==> config.mk <==
export PLATFORM = sky130hd
export DESIGN_NAME = fpu_sp_exp_aligner
export DESIGN_NICKNAME = d
export VERILOG_FILES = /design/src/rtl/fpu_sp_exp_aligner.sv
export SDC_FILE = /design/constraint.sdc
export NUM_CORES = 1
export LEC_CHECK = 0
export CAP_MARGIN = 20
export CORE_ASPECT_RATIO = 1.75
export CORE_MARGIN = 2
export CORE_UTILIZATION = 47
export DETAILED_ROUTE_END_ITERATION = 6
export GPL_ROUTABILITY_DRIVEN = 0
export GPL_TIMING_DRIVEN = 0
export PLACE_DENSITY_LB_ADDON = 0.1
export SLEW_MARGIN = 20
export SYNTH_ARGS = -nofsm -noshare
export SYNTH_HDL_FRONTEND = slang
export SYNTH_SLANG_ARGS = --single-unit
==> constraint.sdc <==
create_clock -name clk -period 2.9 [get_ports clk]
set_clock_uncertainty 0.2 [all_clocks]
set_input_delay 0.87 -clock clk [delete_from_list [all_inputs] [get_ports clk]]
set_output_delay 0.87 -clock clk [all_outputs]
set_load 0.02 [all_outputs]
==> src/rtl/fpu_sp_exp_aligner.sv <==
// Exponent aligner for the FP add/sub datapath: picks the larger operand and
// right-shifts the smaller mantissa by the exponent difference, keeping G/R/S bits.
// The shift is iterative, moving at most SHIFT_STEP bits per cycle.
module fpu_sp_exp_aligner #(
    parameter int unsigned EXP_W      = 8,
    parameter int unsigned MANT_W     = 24,
    parameter int unsigned SHIFT_STEP = 4
) (
    input  logic                clk,
    input  logic                rst_n,
    input  logic                in_valid,
    output logic                in_ready,
    input  logic [EXP_W-1:0]    exp_a,
    input  logic [EXP_W-1:0]    exp_b,
    input  logic [MANT_W-1:0]   mant_a,
    input  logic [MANT_W-1:0]   mant_b,
    input  logic [EXP_W-1:0]    diff,
    input  logic                sign,
    input  logic                overflow,
    output logic                out_valid,
    input  logic                out_ready,
    output logic [EXP_W-1:0]    exp_out,
    output logic [MANT_W-1:0]   mant_big,
    output logic [MANT_W+2:0]   mant_small_aligned,
    output logic                swapped
);

    localparam int unsigned EXT_W = MANT_W + 3;

    typedef enum logic [1:0] {
        IDLE  = 2'd0,
        SHIFT = 2'd1,
        DONE  = 2'd2
    } state_t;

    state_t              state_q, state_d;
    logic [EXP_W-1:0]    rem_q, rem_d;
    logic [EXT_W-1:0]    ext_d;
    logic [EXP_W-1:0]    exp_d;
    logic [MANT_W-1:0]   big_d;
    logic                swapped_d;
    logic                out_valid_d;
    logic                in_ready_d;

    logic                accept_c;
    logic                flush_c;
    logic [MANT_W-1:0]   small_c;
    logic [EXP_W-1:0]    k_c;
    logic [EXT_W-1:0]    mask_c;
    logic                sticky_c;

    // Next-state, datapath update and registered-output targets
    always_comb begin
        state_d     = state_q;
        rem_d       = rem_q;
        ext_d       = mant_small_aligned;
        exp_d       = exp_out;
        big_d       = mant_big;
        swapped_d   = swapped;

        accept_c    = in_valid && in_ready;
        small_c     = sign ? mant_a : mant_b;
        // Any shift of EXT_W or more pushes every bit into sticky.
        flush_c     = overflow || (32'(diff) >= EXT_W);
        k_c         = (rem_q < EXP_W'(SHIFT_STEP)) ? rem_q : EXP_W'(SHIFT_STEP);
        mask_c      = ~({EXT_W{1'b1}} << k_c);
        sticky_c    = |(mant_small_aligned & mask_c);

        case (state_q)
            IDLE: begin
                if (accept_c) begin
                    exp_d     = sign ? exp_b : exp_a;
                    big_d     = sign ? mant_b : mant_a;
                    swapped_d = sign;
                    if (flush_c) begin
                        ext_d   = {{(EXT_W-1){1'b0}}, |small_c};
                        rem_d   = '0;
                        state_d = DONE;
                    end else begin
                        ext_d   = {small_c, 3'b000};
                        rem_d   = diff;
                        state_d = (diff == '0) ? DONE : SHIFT;
                    end
                end
            end
            SHIFT: begin
                // Old S bit sits inside the shifted-out field, so it folds into sticky.
                ext_d = (mant_small_aligned >> k_c) | {{(EXT_W-1){1'b0}}, sticky_c};
                rem_d = rem_q - k_c;
                if (rem_q == k_c) begin
                    state_d = DONE;
                end
            end
            DONE: begin
                if (out_ready) begin
                    state_d = IDLE;
                end
            end
            default: state_d = IDLE;
        endcase

        out_valid_d = (state_d == DONE);
        in_ready_d  = (state_d == IDLE);
    end

    // State and output registers with synchronous reset
    always_ff @(posedge clk) begin
        if (!rst_n) begin
            state_q            <= IDLE;
            rem_q              <= '0;
            mant_small_aligned <= '0;
            exp_out            <= '0;
            mant_big           <= '0;
            swapped            <= 1'b0;
            out_valid          <= 1'b0;
            in_ready           <= 1'b0;
        end else begin
            state_q            <= state_d;
            rem_q              <= rem_d;
            mant_small_aligned <= ext_d;
            exp_out            <= exp_d;
            mant_big           <= big_d;
            swapped            <= swapped_d;
            out_valid          <= out_valid_d;
            in_ready           <= in_ready_d;
        end
    end

endmodule

==> out/metrics.yaml <==
pwr_density_cell_nw_per_um2: 469
synth-seq-cells: 72
dieHeight_um: 133
cts_root_buf: "clkbuf_16"
synthCells: 522
grt_pass1_vias: 5097
cts.clk_slew.worst_paths_ns: 0.06
cp_common_cell: "a21oi_1"
cts.sinks: 72
globalRouteTotalUtil_pct: 32.3
drive_gt1_share_pct: 8.92
io_buffers: 138
cp_slowest_stage_delay_ns: 0.59
crit_type: "input port to flop"
peakVddDrop_v: 0.000309
tightestPinTransition_ns: 0.758
holdWs_ns: 0.265
slew_viol_final: 0
antenna_found_initial: 0
syn_area_per_cell_um2: 8.50
crit_required_ns: 2.90
dp_hpwl_um: 12800
rsz0062_at_grt: "false"
drt_iter0_drc: 411
final_util_pct: 68.4
power_leakage_uw: 0.00224
hold_buffers: 0
h-tree-depth: 3
chipWidth_um: 77.5
yosysWarnings: 0
synth_fp_nets: 601
initial_utilization_pct: 48.5
cp.arrival_ns: 2.85
hold_viol_final: 0
synth_area_leaders: "dfxtp_1, mux2i_1, a211oi_1, o21ai_0, nor2_1"
grt_pass1_wl_um: 26200
period_needed_ns: 2.85
final-setup-viol-count: 0
dr.pass1.iters: 5
postCtsSetupBuffers: 0
numCtsBuffers: 9
status: "finished, final reports clean"
n_antenna_cell: 0
clockBufferDepth: 2
core_um2: 9150
max_slew_margin_pct: 49.4
hold_class: "flop to flop"
areaGrowthSynthToFinish_pct: 41.1
yosysSeqAreaShare_pct: 32.5
crit_path_start_kind: "input port"
clock.fmax_mhz: 351
stdcell_area_um2: 6260
fin_crit_sh_pct: 98.3
crit_chain: "clkdlybuf4s50_1, a21oi_1, o21ai_1, nor2_1, a221oi_1, a21oi_1"
io_pins: 140
die_area_um2: 10300
drc: 0
grt_start_max_net_pins: 12
cts_tree: "done"
cap_violations: 0
synth_top_area_share_pct: 32.5
synthArstFlopShare_pct: 0
grt_overflow_total: 0
crit_fanout: 5
netlist_area_um2: 4440
fillers: 770
synth_area_leader_cell: "dfxtp_1"
fin_nets: 748
cp-end-kind: "flop"
synthFlopType: "dfxtp_1"
synth-edff-count: 0
clk_latency_ns: 0.34
row_count: 46
crit_path_top_delay_cell: "a221oi_1"
ant_nets: 0
routedWlPerCell_um: 21.0
ys_types: 56
vias: 5034
viasPerCell: 6.35
routed_wl_um: 16600
place_area_um2: 5970
-- layout make-up --
class / instances / area, um2 / share of cell area (%)
well taps: 120 / 150 / 2.40
repair buffers: 138 / 1380 / 22.1
plain buffers: 45 / 194 / 3.10
clock buffers: 11 / 243 / 3.88
flip-flops and latches: 72 / 1440 / 23.0
clock inverters: 4 / 45.0 / 0.719
inverters: 4 / 15.0 / 0.240
multi-input cells: 399 / 2790 / 44.6
-- power by group --
| part | leakage (uW) | switching (uW) | internal [uW] |
|---|---|---|---|
| logic | 0.00151 | 368 | 332 |
| registers | 0.000589 | 74.2 | 1060 |
| clock network | 0.000145 | 428 | 680 |
-- worst paths after layout --
path                                               end     start  cells after the start  slack [ns]
worst max-delay path            mant_small_aligned[22]   diff[1]                      6        0.05
worst min-delay path                           swapped   swapped                      2        0.26
worst max register to register  mant_small_aligned[22]  rem_q[4]                      6        0.31
worst min register to register                 swapped   swapped                      2        0.26
-- kinds of logic (layout without fill, tap and decap cells) --
family          after synthesis  after routing  share of synthesized area [%]
buf+inv                      51            202                           4.79
compound gates              185            185                           28.4
other cells                   1              1                         0.0845
mux                          83             83                           19.8
fa+ha+maj                     1              1                          0.282
flops                        72             72                           32.5
simple gates                129            129                           14.2
-- per-stage QoR --
step,power [uW],std cells,worst slack [ns],setup TNS (ns)
detailed placement,1840,780,-0.601,-24.32
global route,3040,793,0.00368,0
global placement,1830,780,-0.592,-22.71
floorplan,1480,522,0.357,0
CTS,2930,795,0.137,0
finish,2940,793,0.0481,0
-- state kept, by name, summed over array words and instances, names as in the netlist --
register,cells
exp_out,8
in_ready,1
mant_big,24
mant_small_aligned,27
out_valid,1
rem_q,8
state_q,2
swapped,1
-- metal layers --
| metal | GRT usage [%] | routed length [um] | vias up |
|---|---|---|---|
| met5 | 0 | 0 | - |
| met4 | 22.9 | 1210 | 0 |
| met3 | 6.28 | 1310 | 94 |
| met2 | 55.9 | 8060 | 327 |
| li1 | - | - | 2307 |
| met1 | 34.6 | 6050 | 2306 |
-- cells in the mapped netlist (3+ instances only) --
library cell / instances
o31ai_1: 5
a21oi_1: 31
a31oi_1: 4
or4_1: 4
nor2b_1: 3
nor2_1: 56
a211oi_1: 38
and2_1: 3
a221oi_1: 17
inv_1: 4
mux2_2: 18
nor3_1: 12
nor4_1: 9
buf_1: 3
clkbuf_1: 32
nand2_1: 19
o211ai_1: 15
or2_2: 3
o21ai_0: 46
dfxtp_1: 72
nand3_1: 7
buf_2: 11
o21bai_1: 3
a32oi_1: 5
mux2i_1: 63
-- timing repair --
item / in CTS / in global routing
gates cloned: 0 / 0
resized for setup: 4 / 3
setup endpoints to repair: 36 / 4
hold endpoints to repair: 0 / 0
-- layout by cell type (no fill, tap or decap), drive strengths merged, types with 4 or more instances in the layout --
master and instances:
a211oi 38, a21oi 31, a221oi 18, a31oi 4
a32oi 5, buf 15, clkbuf 41, clkdlybuf4s50 138
dfxtp 72, inv 4, mux2 18, mux2i 63
nand2 19, nand3 7, nor2 57, nor3 13
nor4 10, o211ai 15, o21ai 46, o31ai 5
or4 5
-- worst max-delay path, delay by kind of cell --
kind                   cells  cell delay (ns)
AOI/OAI and AO/OA          4             1.23
buffers and inverters      1             0.56
and+or+nand+nor            1             0.19
(Power assumes the default switching activity.)
